**config.mk**
```make
export PLATFORM = sky130hd
export DESIGN_NAME = sqrt_job_controller_flat
export DESIGN_NICKNAME = d
export VERILOG_FILES = /design/src/rtl/sqrt_pkg.sv /design/src/rtl/sqrt_job_controller_if.sv /design/src/rtl/sqrt_result_fifo.sv /design/src/rtl/sqrt_job_controller.sv /design/src/flat_wrapper.sv
export SDC_FILE = /design/constraint.sdc
export NUM_CORES = 1
export LEC_CHECK = 0
export ABC_AREA = 1
export ABC_CLOCK_PERIOD_IN_PS = 1930
export CORE_MARGIN = 2
export CORE_UTILIZATION = 45
export DETAILED_ROUTE_END_ITERATION = 12
export DONT_BUFFER_PORTS = 1
export PLACE_DENSITY_LB_ADDON = 0.05
export SYNTH_ARGS = -nofsm -noshare
export SYNTH_HDL_FRONTEND = slang
export SYNTH_SLANG_ARGS = --single-unit
```
**constraint.sdc**
```tcl
create_clock -name clk -period 1.93 [get_ports clk]
set_input_delay 0.386 -clock clk [delete_from_list [all_inputs] [get_ports clk]]
set_output_delay 0.386 -clock clk [all_outputs]
set_load 0.02 [all_outputs]
```
**src/rtl/sqrt_pkg.sv**
```systemverilog
// -----------------------------------------------------------------------------
// sqrt_pkg
// Shared constants and the controller state encoding for the square-root job
// controller slice.
//   CYC_W            width of the WAIT-cycle counter and of out_cycles_o
//   DEFAULT_DATA_W   default operand width
//   DEFAULT_TIMEOUT  default WAIT-cycle limit per job
//   state_e          Gray-coded controller states
// -----------------------------------------------------------------------------
package sqrt_pkg;

    localparam int CYC_W           = 8;
    localparam int DEFAULT_DATA_W  = 8;
    localparam int DEFAULT_TIMEOUT = 255;

    // Gray sequence: every legal transition (IDLE->LAUNCH->WAIT->STORE->IDLE)
    // flips exactly one state bit.
    typedef enum logic [1:0] {
        ST_IDLE   = 2'b00,
        ST_LAUNCH = 2'b01,
        ST_WAIT   = 2'b11,
        ST_STORE  = 2'b10
    } state_e;

endpackage

```
**src/rtl/sqrt_job_controller_if.sv**
```systemverilog
// -----------------------------------------------------------------------------
// sqrt_job_controller_if
// Bundles every non-clock signal of sqrt_job_controller.
//   slave  modport : the controller side (drives in_ready_o, core_*_o, out_*_o)
//   master modport : the environment side (operand producer, core, consumer)
// Signals:
//   in_valid_i / in_ready_o / in_data_i        operand handshake
//   core_start_o / core_operand_o              launch of the square-root core
//   core_done_i / core_root_i                  core result pulse
//   out_valid_o / out_ready_i / out_root_o /
//   out_err_o / out_cycles_o                   result FIFO head
//   busy_o                                     controller not idle
// -----------------------------------------------------------------------------
interface sqrt_job_controller_if #(
    parameter int DATA_W = sqrt_pkg::DEFAULT_DATA_W
);
    localparam int ROOT_W = DATA_W / 2;

    logic                       in_valid_i;
    logic                       in_ready_o;
    logic [DATA_W-1:0]          in_data_i;
    logic                       core_start_o;
    logic [DATA_W-1:0]          core_operand_o;
    logic                       core_done_i;
    logic [ROOT_W-1:0]          core_root_i;
    logic                       out_valid_o;
    logic                       out_ready_i;
    logic [ROOT_W-1:0]          out_root_o;
    logic                       out_err_o;
    logic [sqrt_pkg::CYC_W-1:0] out_cycles_o;
    logic                       busy_o;

    modport slave (
        input  in_valid_i, in_data_i, core_done_i, core_root_i, out_ready_i,
        output in_ready_o, core_start_o, core_operand_o, out_valid_o,
               out_root_o, out_err_o, out_cycles_o, busy_o
    );

    modport master (
        output in_valid_i, in_data_i, core_done_i, core_root_i, out_ready_i,
        input  in_ready_o, core_start_o, core_operand_o, out_valid_o,
               out_root_o, out_err_o, out_cycles_o, busy_o
    );

endinterface

```
**src/rtl/sqrt_result_fifo.sv**
```systemverilog
// -----------------------------------------------------------------------------
// sqrt_result_fifo
// Two-entry first-in first-out result buffer.
//   clk, rst       clock and synchronous active-high reset
//   push_i         write push_data_i (ignored when full)
//   push_data_i    entry to store
//   pop_i          drop the head entry (ignored when empty)
//   head_o         head entry, forced to 0 while empty
//   full_o         two entries held
//   empty_o        no entry held
//   count_o        number of entries held (0..2)
// -----------------------------------------------------------------------------
module sqrt_result_fifo #(
    parameter int WIDTH = 13
) (
    input  logic             clk,
    input  logic             rst,
    input  logic             push_i,
    input  logic [WIDTH-1:0] push_data_i,
    input  logic             pop_i,
    output logic [WIDTH-1:0] head_o,
    output logic             full_o,
    output logic             empty_o,
    output logic [1:0]       count_o
);

    localparam int DEPTH = 2;

    logic [WIDTH-1:0] mem_q [DEPTH];
    logic [WIDTH-1:0] mem_d [DEPTH];
    logic             wr_ptr_q, wr_ptr_d;
    logic             rd_ptr_q, rd_ptr_d;
    logic [1:0]       count_q, count_d;
    logic             do_push;
    logic             do_pop;

    assign full_o  = (count_q == 2'd2);
    assign empty_o = (count_q == 2'd0);
    assign count_o = count_q;
    assign do_push = push_i && !full_o;
    assign do_pop  = pop_i && !empty_o;
    assign head_o  = empty_o ? '0 : mem_q[rd_ptr_q];

    always_comb begin
        mem_d    = mem_q;
        wr_ptr_d = wr_ptr_q;
        rd_ptr_d = rd_ptr_q;
        count_d  = count_q;
        if (do_push) begin
            mem_d[wr_ptr_q] = push_data_i;
            wr_ptr_d        = ~wr_ptr_q;
        end
        if (do_pop) begin
            rd_ptr_d = ~rd_ptr_q;
        end
        // Push and pop together leave the occupancy unchanged.
        case ({do_push, do_pop})
            2'b10:   count_d = count_q + 2'd1;
            2'b01:   count_d = count_q - 2'd1;
            default: count_d = count_q;
        endcase
    end

    always_ff @(posedge clk) begin
        if (rst) begin
            wr_ptr_q <= 1'b0;
            rd_ptr_q <= 1'b0;
            count_q  <= 2'd0;
        end else begin
            wr_ptr_q <= wr_ptr_d;
            rd_ptr_q <= rd_ptr_d;
            count_q  <= count_d;
        end
    end

    // NOTE: storage has no reset; an entry is only observable after it has
    // been written, and head_o is forced to 0 while the FIFO is empty.
    always_ff @(posedge clk) begin
        mem_q <= mem_d;
    end

endmodule

```
**src/rtl/sqrt_job_controller.sv**
```systemverilog
// -----------------------------------------------------------------------------
// sqrt_job_controller
// Accepts one operand at a time, launches an external square-root core, waits
// for its done pulse (or a WAIT-cycle timeout) and queues {root, err, cycles}
// in a two-entry result FIFO.
//   clk   sole clock, rising edge
//   rst   synchronous active-high reset; abandons any job, empties the FIFO
//   bus   sqrt_job_controller_if.slave: operand handshake, core launch/result,
//         result FIFO head, busy flag
// Parameters:
//   DATA_W   operand width (even, >= 4); root width is DATA_W/2
//   TIMEOUT  maximum WAIT cycles per job (1..255)
// -----------------------------------------------------------------------------
module sqrt_job_controller
    import sqrt_pkg::*;
#(
    parameter int DATA_W  = DEFAULT_DATA_W,
    parameter int TIMEOUT = DEFAULT_TIMEOUT
) (
    input  logic                  clk,
    input  logic                  rst,
    sqrt_job_controller_if.slave  bus
);

    localparam int                ROOT_W    = DATA_W / 2;
    localparam int                ENTRY_W   = ROOT_W + 1 + CYC_W;
    localparam logic [CYC_W-1:0]  TIMEOUT_C = CYC_W'(TIMEOUT);

    state_e               state_q, state_d;
    logic [DATA_W-1:0]    operand_q, operand_d;
    logic [CYC_W-1:0]     cnt_q, cnt_d;
    logic [ROOT_W-1:0]    root_q, root_d;
    logic                 err_q, err_d;
    logic [CYC_W-1:0]     cyc_q, cyc_d;

    logic                 in_ready;
    logic                 accept;
    logic                 fifo_push;
    logic                 fifo_full;
    logic                 fifo_empty;
    logic [1:0]           fifo_count;
    logic [ENTRY_W-1:0]   fifo_head;

    // Readiness depends only on registered state, never on out_ready_i; it is
    // held low while rst is asserted so the reset cycle shows all outputs 0.
    assign in_ready = !rst && (state_q == ST_IDLE) && (fifo_count < 2'd2);
    assign accept   = bus.in_valid_i && in_ready;

    // NOTE: every *_d gets its hold value before the case statement, so no
    // path through the block leaves a variable unassigned (no latches).
    always_comb begin
        state_d   = state_q;
        operand_d = operand_q;
        cnt_d     = cnt_q;
        root_d    = root_q;
        err_d     = err_q;
        cyc_d     = cyc_q;
        unique case (state_q)
            ST_IDLE: begin
                if (accept) begin
                    operand_d = bus.in_data_i;
                    state_d   = ST_LAUNCH;
                end
            end
            ST_LAUNCH: begin
                cnt_d   = CYC_W'(1);
                state_d = ST_WAIT;
            end
            ST_WAIT: begin
                // A done pulse in the timeout cycle still wins over the timeout.
                if (bus.core_done_i) begin
                    root_d  = bus.core_root_i;
                    err_d   = 1'b0;
                    cyc_d   = cnt_q;
                    state_d = ST_STORE;
                end else if (cnt_q == TIMEOUT_C) begin
                    root_d  = '0;
                    err_d   = 1'b1;
                    cyc_d   = TIMEOUT_C;
                    state_d = ST_STORE;
                end else begin
                    cnt_d = cnt_q + CYC_W'(1);
                end
            end
            ST_STORE: begin
                state_d = ST_IDLE;
            end
            default: begin
                state_d = ST_IDLE;
            end
        endcase
    end

    // NOTE: sequential state is updated with non-blocking assignments only, so
    // every flop samples the pre-edge value of every other flop.
    always_ff @(posedge clk) begin
        if (rst) begin
            state_q   <= ST_IDLE;
            operand_q <= '0;
            cnt_q     <= '0;
            root_q    <= '0;
            err_q     <= 1'b0;
            cyc_q     <= '0;
        end else begin
            state_q   <= state_d;
            operand_q <= operand_d;
            cnt_q     <= cnt_d;
            root_q    <= root_d;
            err_q     <= err_d;
            cyc_q     <= cyc_d;
        end
    end

    // Acceptance only happens with a free slot, so the full gate never blocks
    // a real push; it only keeps the FIFO safe against misuse.
    assign fifo_push = (state_q == ST_STORE) && !fifo_full;

    sqrt_result_fifo #(
        .WIDTH (ENTRY_W)
    ) u_fifo (
        .clk         (clk),
        .rst         (rst),
        .push_i      (fifo_push),
        .push_data_i ({root_q, err_q, cyc_q}),
        .pop_i       (bus.out_ready_i),
        .head_o      (fifo_head),
        .full_o      (fifo_full),
        .empty_o     (fifo_empty),
        .count_o     (fifo_count)
    );

    assign bus.in_ready_o     = in_ready;
    assign bus.core_start_o   = (state_q == ST_LAUNCH);
    assign bus.core_operand_o = operand_q;
    assign bus.busy_o         = (state_q != ST_IDLE);
    assign bus.out_valid_o    = !fifo_empty;
    assign bus.out_root_o     = fifo_head[ENTRY_W-1 -: ROOT_W];
    assign bus.out_err_o      = fifo_head[CYC_W];
    assign bus.out_cycles_o   = fifo_head[CYC_W-1:0];

endmodule

```
**src/flat_wrapper.sv**
```systemverilog
// flat-port wrapper written by rule: the top's interface ports become plain ports
module sqrt_job_controller_flat import sqrt_pkg::*;
#(
    parameter int DATA_W  = DEFAULT_DATA_W,
    parameter int TIMEOUT = DEFAULT_TIMEOUT
)
  (clk, rst, bus_in_valid_i, bus_in_data_i, bus_core_done_i, bus_core_root_i, bus_out_ready_i, bus_in_ready_o, bus_core_start_o, bus_core_operand_o, bus_out_valid_o, bus_out_root_o, bus_out_err_o, bus_out_cycles_o, bus_busy_o);
  sqrt_job_controller_if #(.DATA_W(DATA_W)) bus_i ();
  input  logic clk;
  input  logic rst;
  input wire logic [$bits(bus_i.in_valid_i)-1:0] bus_in_valid_i;
  input wire logic [$bits(bus_i.in_data_i)-1:0] bus_in_data_i;
  input wire logic [$bits(bus_i.core_done_i)-1:0] bus_core_done_i;
  input wire logic [$bits(bus_i.core_root_i)-1:0] bus_core_root_i;
  input wire logic [$bits(bus_i.out_ready_i)-1:0] bus_out_ready_i;
  output wire logic [$bits(bus_i.in_ready_o)-1:0] bus_in_ready_o;
  output wire logic [$bits(bus_i.core_start_o)-1:0] bus_core_start_o;
  output wire logic [$bits(bus_i.core_operand_o)-1:0] bus_core_operand_o;
  output wire logic [$bits(bus_i.out_valid_o)-1:0] bus_out_valid_o;
  output wire logic [$bits(bus_i.out_root_o)-1:0] bus_out_root_o;
  output wire logic [$bits(bus_i.out_err_o)-1:0] bus_out_err_o;
  output wire logic [$bits(bus_i.out_cycles_o)-1:0] bus_out_cycles_o;
  output wire logic [$bits(bus_i.busy_o)-1:0] bus_busy_o;
  assign bus_i.in_valid_i = bus_in_valid_i;
  assign bus_i.in_data_i = bus_in_data_i;
  assign bus_i.core_done_i = bus_core_done_i;
  assign bus_i.core_root_i = bus_core_root_i;
  assign bus_i.out_ready_i = bus_out_ready_i;
  assign bus_in_ready_o = bus_i.in_ready_o;
  assign bus_core_start_o = bus_i.core_start_o;
  assign bus_core_operand_o = bus_i.core_operand_o;
  assign bus_out_valid_o = bus_i.out_valid_o;
  assign bus_out_root_o = bus_i.out_root_o;
  assign bus_out_err_o = bus_i.out_err_o;
  assign bus_out_cycles_o = bus_i.out_cycles_o;
  assign bus_busy_o = bus_i.busy_o;
  sqrt_job_controller #(.DATA_W(DATA_W), .TIMEOUT(TIMEOUT)) u_core (.clk(clk), .rst(rst), .bus(bus_i));
endmodule
```
# [Word-level counts from Yosys, hierarchy flattened]
# Cells that the tools add are included.
[totals] ff_bits=61 in_bits=17 output_inout_bits=25 elab_cells=74
[op_classes] addsub=3 order_cmp=4 eq_ne=11 mux=21 n_bitwise=4 reduce_logical=20
[op_table] op="$mux 13" n=5
[op_table] op="$mux 8" n=4
[op_table] op="$bwmux 26" n=1
[op_table] op="$pmux 8 s2" n=1
[op_table] op="$demux 13 s1" n=1
[op_table] op="$add 8x1->8 const B" n=1
[op_table] op="$eq 2x2->1 const B" n=4
[op_table] op="$eq 8x8->1 const B" n=1
[op_table] op="$mux 4" n=2
[op_table] op="$pmux 2 s4" n=1
[op_table] op="$reduce_bool 2->1" n=4
[op_table] op="$logic_and 1x1->1" n=7
[op_table] op="$mux 2" n=3
[op_table] op="$reduce_and 2->1" n=3
[op_table] op="$eq 2x1->1 const B" n=2
[op_table] op="$ge 2x2->1 const B" n=2
[op_table] op="$logic_not 2->1" n=2
[op_table] op="$ne 2x2->1 const B" n=2
[op_table] op="$not 1->2" n=2
[op_table] op="$pmux 2 s2" n=1
[op_table] op="$logic_not 1->1" n=3
[op_table] op="$ne 3x2->1 const B" n=1
[op_table] op="$reduce_and 3->1" n=1
[op_table] op="$add 2x1->2 const B" n=1
[op_table] op="other kinds (6)" n=8

# [Depth between registers and ports, before layout]
# Gate-level depths: netlist of the first run.
[logic_depth] ltp_word=6 mapped_depth=10 depth_no_buf=10

# [By module]
# Synthesis of the first run repeated with hierarchy kept, for this count alone.
[hier_totals] hier_cells=293 hier_area_um2=2627.5
[modules_own_cells] mod="sqrt_job_controller" instances=1 cells_each=187 area_per_inst_um2=1367.6 seq_area_each_um2=620.6
[modules_own_cells] mod="sqrt_result_fifo" instances=1 cells_each=106 area_per_inst_um2=1260.0 seq_area_each_um2=860.8

# [Worst setup path before layout of the first run]
# No wires, ideal clock.
[synth_path] path_type="flip-flop to flip-flop" from="register u_core.u_fifo.count_q[1], in the netlist u_core.u_fifo.count_o[1]" to="register u_core.u_fifo.count_q[1], in the netlist u_core.u_fifo.count_o[1]" setup_ps=70 arrival_ps=1605 required_time_ps=1860 slack_ps=256 path_stages_with_launch=10 n_path_buf=0 synth_period_minus_slack_ps=1674 path_cell_list="dfxtp_1 > nor2_1 > inv_1 > nand2_1 > inv_1 > ha_1 > o21bai_1 > a21oi_1 > o21ai_0 > a21oi_1"
[synth_via] word_cells_on_any_way=13 classes_between="2 x add/sub; 3 x eq/ne; 1 x mux; 7 x reduce/logical"
[synth_rtl] element="from (decl)" line="sqrt_result_fifo.sv:33" rtl="logic [1:0] count_q, count_d;"
[synth_rtl] element="from (signal assigned)" line="sqrt_result_fifo.sv:72" rtl="count_q <= count_d;"
[synth_rtl] element="$logic_not 2->1 (*)" line="sqrt_result_fifo.sv:38" rtl="assign empty_o = (count_q == 2'd0);"
[synth_rtl] element="$logic_not 1->1 (*)"
[synth_rtl] element="via bus_out_valid_o" line="flat_wrapper.sv:19" rtl="output wire logic [$bits(bus_i.out_valid_o)-1:0] bus_out_valid_o;"
[synth_rtl] element="$logic_and 1x1->1 (*)" line="sqrt_result_fifo.sv:41" rtl="assign do_pop = pop_i && !empty_o;"
[synth_rtl] element="via u_core.u_fifo.do_pop" line="sqrt_result_fifo.sv:35" rtl="logic do_pop;"
[synth_rtl] element="$eq 2x1->1 or $eq 2x2->1 (tied branches)" line="sqrt_result_fifo.sv:57" rtl="case ({do_push, do_pop})"
[synth_rtl] element="$pmux 2 s2 or $reduce_bool 2->1 (tied branches)"
# Mark *: on every way through the listed nets, which the timed path passes. The rest lies on a longest branch.
# A chain may end at the register's enable or synchronous reset.

# [Worst setup path in the final report of the first run]
[layout_path] from="register u_core.u_fifo.count_q[1], in the netlist u_core.u_fifo.count_o[1]" to="output port bus_out_root_o[1]"
[layout_via] elab_chain_cells=2
[layout_lines] element="$logic_not 2->1" line="sqrt_result_fifo.sv:38"
[layout_lines] element="$mux 13" line="sqrt_result_fifo.sv:42" rtl="assign head_o = empty_o ? '0 : mem_q[rd_ptr_q];"
[layout_lines] element="to (decl)" line="flat_wrapper.sv:20" rtl="output wire logic [$bits(bus_i.out_root_o)-1:0] bus_out_root_o;"
# Every way passes these cells.

==> run_results.csv, run 1 <==
group,metric,value,unit
clocking,cts_tree,"built",
pwr,switchingPower,0.7438,mW
synthesis,ys_seq_area_frac,0.6032,
sta,clock.fmax,554.5,MHz
critical_path,path_class,"reg -> out",
pwr,fin_total_pwr,2.849,mW
global_route,grt-ovfl-total,0,
critical_path,arrival,1.42,ns
global_route,grt_start_max_net_pins,20,
sta,fin_crit_sh,0.9344,
layout,syn2layout_area_growth,13.14,%
sta,fin_skew,0.006061,ns
global_route,grt_pass1_wl,7914,um
pwr,seq_power_share,0.505,
routing,vias,1781,
floorplanning,die_w,77.88,um
pwr,power_frac_comb,0.119,
sta,rsz0062_at_grt,"false",
critical_path,critPathMaxFanout,13,
floorplanning,rows,26,
floorplanning,ioPinCount,42,
pwr,intPower,2.105,mW
layout,drive_gt1_frac,0.1104,
floorplanning,fp.coreArea,5172,um2
critical_path,r2r_start,"u_core.u_fifo.count_o[0]",
sta,setup_tns,0,ns
place,place_hpwl,3213,um
sta,hold_viol,0,
pwr,powerDensity,1025,nW/um2
worst_hold_path,hp-start,"rst",
place,gp_congestion,0.7663,
routing,drt-total-wl,4728,um
routing,remaining_drc_errors,0,
place,placed_area,2576,um2
sta,setup_viol,0,
run_status,status,"finished, final reports clean",
clocking,htreeDepth,3,
critical_path,start_kind,"flip-flop",
sta,slew_viol_final,0,
global_route,grtUsageMet3,0.06047,
routing,drtAntennaViolNets,0,
routing,drtPass1Iterations,5,
floorplanning,start_util,0.4748,
routing,drt-initial-drc-count,99,
global_route,busiest_layer,"met2",
global_route,grt_use_total,0.1712,
synthesis,synth_top_area_share,0.3179,
floorplanning,die_area,6065,um2
synthesis,synth_seq_cells,61,
sta,relSlewSlack,0.6613,
routing,avgRoutedWirePerCell,12.81,um
clocking,insertion_delay,0.33,ns
routing,vias_per_cell,4.827,
clocking,cts_buffers,9,
pwr,ir_drop,0.0004343,V
layout,antennaDiodeCount,0,
critical_path,required,1.54,ns
layout,nNetsFinal,313,
clocking,clock-root-buffer,"clkbuf_8",
global_route,grt_pass1_vias,1713,
synthesis,syn_nets,300,
pwr,leakage,1.071,nW
synthesis,postSynthAreaPerCell,8.741,um2
global_route,grtUsageMet2,0.2707,
clocking,clkSinkCount,61,
critical_path,end_kind,"output pin",
place,place.port_buffers,0,
pwr,swShare,0.2611,
pwr,power_frac_clock,0.376,
synthesis,ys_warn_count,0,
floorplanning,die_y,77.88,um
global_route,grt_use_met1,0.2071,
layout,final_area,2779,um2
synthesis,syn_inst,281,
synthesis,syn_area,2456,um2
worst_hold_path,worstHoldPathType,"in -> reg",
synthesis,synth_cell_types,24,
synthesis,synth_area_leader_cell,"edfxtp_1",
layout,utilization,0.5373,
sta,worstMarginPinSlew,0.5075,ns
flow_run,drv_cap,0,
sta,fin_crit,1.803,ns
clocking,cts_max_path_buffers,2,
synthesis,synth_area_leaders,"edfxtp_1 32%, dfxtp_1 29%, nand2_1 12%",
global_route,antenna_found_initial,0,
clocking,clk_pin_slew,0.06,ns
critical_path,critPathLaunch,"u_core.u_fifo.count_o[1]",
==> registers in the layout, summed over array words and instances, names as in the netlist <==
name,count
u_core.u_fifo.count_o,2
u_core.err_q,1
u_core.root_q,4
u_core.u_fifo.rd_ptr_q,1
u_core.cyc_q,8
u_core.state_q,2
u_core.u_fifo.mem_q,26
u_core.u_fifo.wr_ptr_q,1
u_core.cnt_q,8
u_core.bus.core_operand_o,8
==> worst paths after layout <==
check | to | slack, ns | depth (start not counted)
hold / removal | u_core.bus.core_operand_o[7] | 0.12 | 1
setup / recovery | bus_out_root_o[1] | 0.13 | 3
setup reg to reg | u_core.u_fifo.count_o[1] | 0.27 | 8
hold reg to reg | u_core.u_fifo.mem_q[23] | 0.46 | 0
==> placed cells by master (no fill, tap or decap), drive strengths merged <==
master | synthesis | final
nor2 | 38 | 38
nand3 | 12 | 12
nor3 | 2 | 2
clkinv | 1 | 1
nand2 | 83 | 83
clkbuf | 3 | 16
a21oi | 34 | 34
nand4 | 2 | 2
dfxtp | 35 | 35
o21ai | 14 | 14
buf | 4 | 9
edfxtp | 26 | 26
clkinvlp | 0 | 1
inv | 20 | 19
ha | 2 | 2
a21boi | 1 | 1
nand3b | 2 | 2
o21bai | 2 | 2
==> final cells by class <==
cell class / count / area (um2)
timing repair buffer: 9 / 67.56
fill: 505 / 2394
clock buffer: 16 / 191.4
multi-input combinational: 192 / 867.1
tap: 70 / 87.58
inverter: 21 / 83.83
sequential: 61 / 1481
==> per-layer routing <==
metal  wire length [um]  vias to the layer above
met5                  0                        -
met4                 57                        0
met3                241                        6
met2               2221                       34
met1               2208                      788
li1                   -                      953
==> Yosys cell counts (all sizes together) <==
| library cell | count |
|---|---|
| nor2 | 38 |
| inv | 20 |
| clkinv | 1 |
| a21oi | 34 |
| a21boi | 1 |
| nand2 | 83 |
| dfxtp | 35 |
| nand3b | 2 |
| buf | 4 |
| o21ai | 14 |
| nor3 | 2 |
| o21bai | 2 |
| nand4 | 2 |
| edfxtp | 26 |
| ha | 2 |
| clkbuf | 3 |
| nand3 | 12 |
==> critical path, cell delays in order, from the launching register on <==
cell	delay (ns)
dfxtp_1	0.41
nor2_1	0.09
buf_4	0.19
a21oi_1	0.39
==> timing repair <==
action | in CTS | in global routing
resized for setup | 3 | 0
hold buffers | 0 | 0
setup endpoints to repair | 3 | 0
hold endpoints to repair | 0 | 0
setup buffers | 0 | 0
==> metrics by stage <==
stage | setup WS, ns | cells | hold slack, ns
floorplan | 0.2555 | 281 | 0.4259
global placement | 0.3354 | 353 | 0.4382
detailed placement | 0.2718 | 353 | 0.4457
CTS | 0.1017 | 369 | 0.1007
global route | 0.03319 | 369 | 0.09531
finish | 0.1267 | 369 | 0.1158
==> power groups by stage <==
stage | Combinational (mW) | Sequential [mW] | Clock, mW
floorplan | 0.262 | 1.46 | 0
global placement | 0.339 | 1.46 | 0
detailed placement | 0.342 | 1.46 | 0
CTS | 0.348 | 1.44 | 1.10
global route | 0.381 | 1.44 | 1.15
finish | 0.340 | 1.44 | 1.07
==> cells by family after synthesis <==
kind of cell,after synthesis,synth area share
and+or+nand+nor,139,0.2328
AOI/OAI and AO/OA,51,0.1070
DFF,61,0.6032
buffers and inverters,28,0.04686
adders and majority gates,2,0.01019
Power figures use the tool's default switching activity.
==> run 2: changes to the inputs <==
--- a/config.mk
+++ b/config.mk
@@ -7,10 +7,12 @@
 export LEC_CHECK = 0
 export ABC_AREA = 1
 export ABC_CLOCK_PERIOD_IN_PS = 1930
+export CORE_ASPECT_RATIO = 0.7
 export CORE_MARGIN = 2
 export CORE_UTILIZATION = 45
 export DETAILED_ROUTE_END_ITERATION = 12
 export DONT_BUFFER_PORTS = 1
+export GPL_ROUTABILITY_DRIVEN = 0
 export PLACE_DENSITY_LB_ADDON = 0.05
 export SYNTH_ARGS = -nofsm -noshare
 export SYNTH_HDL_FRONTEND = slang
==> run 2 against run 1 <==
- non-clock buffer count rose by 2
- worst setup slack got worse by 0.050 ns
- core utilization fell by 0.89 points
- sequential cell count did not move
- cell area barely moved
- sequential power barely moved
- clock skew barely moved
- total power fell by 3.6%
- sequential share of layout area barely moved
- worst hold slack got worse by 0.0040 ns
- critical path depth did not move
- final cell count rose by 1.1%
- critical endpoint is now bus_out_cycles_o[4]
- highest routed layer unchanged
==> run_results.csv, run 2 (synthesis results as in run 1) <==
group,metric,value,unit
critical_path,path_class,"reg -> out",
pwr,ir_drop,0.0004177,V
sta,setup_slack,0.07620,ns
sta,fin_crit,1.854,ns
global_route,grt_start_max_net_pins,20,
critical_path,arrival,1.47,ns
floorplanning,die_area,6074,um2
clocking,cts_buffers,9,
sta,fin_crit_sh,0.9605,
routing,avgRoutedWirePerCell,13.73,um
sta,rsz0062_at_grt,"true",
global_route,antenna_found_initial,0,
layout,ff_latch_area,1481,um2
global_route,grt_pass1_vias,1663,
floorplanning,fp.coreArea,5258,um2
worst_hold_path,worstHoldPathType,"in -> reg",
routing,remaining_drc_errors,0,
clocking,insertion_delay,0.34,ns
critical_path,required,1.54,ns
critical_path,end_kind,"output pin",
global_route,grt_use_total,0.1886,
clocking,post_cts_buffers,0,
flow_run,drv_cap,0,
global_route,grt-ovfl-total,0,
critical_path,worstPathCellList,"nor2_1 > buf_4 > a21oi_1",
sta,worstMarginPinSlew,0.5268,ns
layout,drive_gt1_frac,0.1262,
sta,fin_skew,0.006452,ns
sta,clock.fmax,539.4,MHz
floorplanning,die_w,92.30,um
global_route,grt_use_met1,0.2586,
global_route,busiest_layer,"met2",
clocking,hold_buffers,0,
place,place_hpwl,3436,um
run_status,status,"finished, final reports clean",
sta,setup_viol,0,
sta,hold_viol,0,
routing,vias_per_cell,4.820,
clocking,cts_tree,"built",
routing,vias,1798,
clocking,cts_max_path_buffers,2,
clocking,htreeDepth,3,
layout,final_cell_mix,"80 x nand2_1, 37 x nor2_1, 35 x dfxtp_1",
layout,nFillCells,504,
clocking,clkSinkCount,61,
sta,relSlewSlack,0.6484,
layout,multi_input_comb_area,870.8,um2
routing,drtPass1Iterations,4,
clocking,ctsResizeCount,1,
layout,largest_register_ffs,26,
pwr,powerDensity,988.4,nW/um2
layout,final_common_cell,"nand2_1",
critical_path,cp_slowest_cell,"dfxtp_1",
floorplanning,start_util,0.4672,
routing,drt-initial-drc-count,96,
pwr,fin_total_pwr,2.746,mW
place,place_ws,0.2711,ns
routing,drt-total-wl,5121,um
clocking,clk_pin_slew,0.06,ns
critical_path,critPathMaxFanout,13,
clocking,clock-root-buffer,"clkbuf_8",
global_route,grtUsageMet2,0.2646,
layout,nNetsFinal,315,
pwr,leakage,1.065,nW
place,place.port_buffers,0,
routing,drtAntennaViolNets,0,
global_route,grt_pass1_wl,8466,um
floorplanning,rows,22,
layout,antennaDiodeCount,0,
critical_path,cpPeakStageDelay,0.43,ns
sta,holdWs,0.1118,ns
critical_path,start_kind,"flip-flop",
floorplanning,ioPinCount,42,
floorplanning,die_y,65.81,um
layout,regMostFlops,"u_core.u_fifo.mem_q",
global_route,grtUsageMet3,0.07184,
layout,syn2layout_area_growth,13.09,%
sta,slew_viol_final,0,
==> run 2: final cells by class <==
| type | instances | area share |
|---|---|---|
| clock buffer | 11 | 0.04730 |
| clock inverter | 5 | 0.01351 |
| inverter | 21 | 0.03018 |
| multi-input combinational | 192 | 0.3135 |
| sequential | 61 | 0.5333 |
| tap | 72 | 0.03243 |
| timing repair buffer | 11 | 0.02973 |
==> run 2: final timing paths <==
| kind | end | slack (ns) | cells past startpoint | startpoint |
|---|---|---|---|---|
| hold / removal | u_core.bus.core_operand_o[0] | 0.11 | 1 | rst |
| setup reg to reg | u_core.u_fifo.count_o[1] | 0.30 | 8 | u_core.u_fifo.count_o[0] |
| setup / recovery | bus_out_cycles_o[4] | 0.08 | 3 | u_core.u_fifo.count_o[1] |
| hold reg to reg | u_core.u_fifo.mem_q[18] | 0.46 | 0 | u_core.cyc_q[5] |
==> run 2: power by group <==
group / internal [mW] / switching, mW
Sequential: 1.39 / 0.0459
Clock: 0.467 / 0.481
Combinational: 0.104 / 0.256
==> run 2: critical path, delay by kind of cell, from the launching register on <==
kind            cells  cell delay (ns)
flops               1             0.43
buf+inv             1             0.20
compound gates      1             0.40
simple gates        1             0.09
==> run 2: routing by layer <==
metal  vias up  routed length (um)
met4         0                  24
met5         -                   0
met2        38                2163
met3         2                 286
li1        954                   -
met1       804                2647
==> run 2: through the flow <==
step,instance area [um2],utilization,cells,TNS (ns)
CTS,2766,0.5262,373,0
finish,2778,0.5283,373,0
detailed placement,2594,0.4933,357,0
global placement,2594,0.4933,357,0
global route,2778,0.5283,373,-0.002288
floorplan,2456,-,281,0
==> run 3: changes to the inputs <==
--- a/config.mk
+++ b/config.mk
@@ -8,7 +8,7 @@
 export ABC_AREA = 1
 export ABC_CLOCK_PERIOD_IN_PS = 1930
 export CORE_ASPECT_RATIO = 0.7
-export CORE_MARGIN = 2
+export CORE_MARGIN = 3
 export CORE_UTILIZATION = 45
 export DETAILED_ROUTE_END_ITERATION = 12
 export DONT_BUFFER_PORTS = 1
==> run 3 against run 2 <==
- register-to-register slack got worse by 0.07 ns
- via count rose by 1.1%
- cell area fell by 0.18%
- routed wire length fell by 2.9%
- combinational power fell by 4%
- worst setup slack improved by 0.049 ns
- critical path depth did not move
- sequential power barely moved
- critical path type unchanged
==> run_results.csv, run 3 (synthesis results as in run 1) <==
group,metric,value,unit
run_status,status,"finished, final reports clean",
sta,slew_viol_final,0,
critical_path,required,1.54,ns
critical_path,worst-path-buf-inv,1,
floorplanning,die_w,94.30,um
layout,nFillCells,477,
clocking,insertion_delay,0.33,ns
layout,drive_gt1_frac,0.1171,
routing,avgRoutedWirePerCell,13.51,um
critical_path,start_kind,"flip-flop",
pwr,switchingPower,0.7785,mW
sta,clock.fmax,554.0,MHz
clocking,hold_buffers,0,
critical_path,worstPathCellList,"nor2_1 > buf_4 > a21oi_1",
pwr,seq_power_share,0.504,
pwr,ir_drop,0.0005575,V
global_route,grt_pass1_wl,8010,um
place,place_inst,352,
sta,fin_skew,0.004248,ns
floorplanning,rows,21,
place,place.port_buffers,0,
routing,drtPass1Iterations,4,
clocking,post_cts_buffers,0,
layout,stdcell_count,368,
floorplanning,die_y,67.81,um
critical_path,cpPeakStageDelay,0.41,ns
flow_run,drv_cap,0,
pwr,leakage,1.064,nW
floorplanning,ioPinCount,42,
critical_path,critPathMaxFanout,13,
critical_path,cp_slowest_cell,"dfxtp_1",
place,placed_area,2575,um2
clocking,htreeDepth,3,
critical_path,end_kind,"output pin",
floorplanning,start_util,0.4894,
layout,multi_input_comb_area,863.3,um2
routing,drt-initial-drc-count,121,
layout,largest_register_ffs,26,
place,place_hpwl,3411,um
clocking,ctsResizeCount,2,
routing,drt-total-wl,4970,um
sta,setup_tns,0,ns
pwr,swShare,0.2728,
sta,rsz0062_at_grt,"false",
routing,drtAntennaViolNets,0,
sta,hold_viol,0,
sta,fin_crit_sh,0.9353,
global_route,antenna_found_initial,0,
global_route,grt_start_max_net_pins,20,
sta,fin_crit,1.805,ns
layout,ff_latch_area,1481,um2
layout,final_cell_mix,"80 x nand2_1, 37 x nor2_1, 35 x dfxtp_1",
layout,regMostFlops,"u_core.u_fifo.mem_q",
routing,remaining_drc_errors,0,
layout,antennaDiodeCount,0,
global_route,grt-ovfl-total,0,
pwr,power_frac_comb,0.122,
pwr,power_frac_clock,0.374,
pwr,powerDensity,1029,nW/um2
layout,syn2layout_area_growth,12.89,%
clocking,clock-root-buffer,"clkbuf_8",
layout,final_common_cell,"nand2_1",
clocking,cts_max_path_buffers,2,
floorplanning,die_area,6394,um2
layout,final_area,2773,um2
worst_hold_path,worstHoldPathType,"in -> reg",
clocking,clkSinkCount,61,
critical_path,arrival,1.42,ns
global_route,grt_use_total,0.1691,
clocking,cts_tree,"built",
routing,vias_per_cell,4.940,
critical_path,path_class,"reg -> out",
routing,vias,1818,
floorplanning,fp.coreArea,5019,um2
layout,nNetsFinal,313,
sta,worstMarginPinSlew,0.5562,ns
sta,setup_viol,0,
sta,relSlewSlack,0.6288,
pwr,intPower,2.076,mW
clocking,cts_buffers,9,
critical_path,critical_path.top_delay_family,"flip-flops",
clocking,clk_pin_slew,0.07,ns
global_route,grt_pass1_vias,1603,
## run 3: cell types whose count changed in the layout (fill, tap and decap cells not counted), moves of 2 or more
cell,before,now
a21oi_1,31,33
a21oi_2,3,1
clkbuf_1,2,0
buf_4,11,9
clkinv_4,2,0
## run 3: worst register-to-register path: cells and delay by family, from the launching register on
kind / cells / cell delay, ns
buf+inv: 1 / 0.08
fa+ha+maj: 1 / 0.33
simple gates: 1 / 0.12
flops: 1 / 0.38
compound gates: 5 / 0.73
## run 3: final timing paths
path                                                      to                      from  cells after the start  slack, ns
worst max-delay path                       bus_out_root_o[3]  u_core.u_fifo.count_o[1]                      3       0.12
worst min-delay path            u_core.bus.core_operand_o[3]                       rst                      1       0.11
worst max register to register      u_core.u_fifo.count_o[1]  u_core.u_fifo.count_o[0]                      8       0.23
worst min register to register       u_core.u_fifo.mem_q[14]           u_core.cyc_q[1]                      0       0.46
## run 3: per-layer routing
| metal | wire, um | global-route usage |
|---|---|---|
| met1 | 2571 | 0.2269 |
| met2 | 2082 | 0.2473 |
| met3 | 262 | 0.07363 |
| met4 | 54 | 0.05405 |
| met5 | 0 | 0 |
## run 3: final cells by class
cell class,instances,share of cell area
flip-flops and latches,61,0.5343
multi-input cells,192,0.3114
clock buffers,9,0.04468
well taps,69,0.03114
inverters,21,0.03023
repair buffers,9,0.02437
clock inverters,7,0.02392
## run 3: power groups by stage
stage	clock network (mW)	logic (mW)	registers (mW)
finish	1.07	0.347	1.44
global route	1.17	0.386	1.44
CTS	1.10	0.353	1.44
detailed placement	0	0.348	1.47
global placement	0	0.345	1.46
floorplan	0	0.262	1.46
## run 3: stage by stage
step | utilization | setup slack [ns] | hold WS [ns] | power, mW
after floorplan | - | 0.2555 | 0.4259 | 1.719
after global placement | 0.5131 | 0.3284 | 0.4406 | 1.809
after detailed placement | 0.5131 | 0.2829 | 0.4433 | 1.814
after CTS | 0.5525 | 0.1010 | 0.09366 | 2.893
after global routing | 0.5525 | 0.01246 | 0.07593 | 2.994
final | 0.5525 | 0.1249 | 0.1133 | 2.854
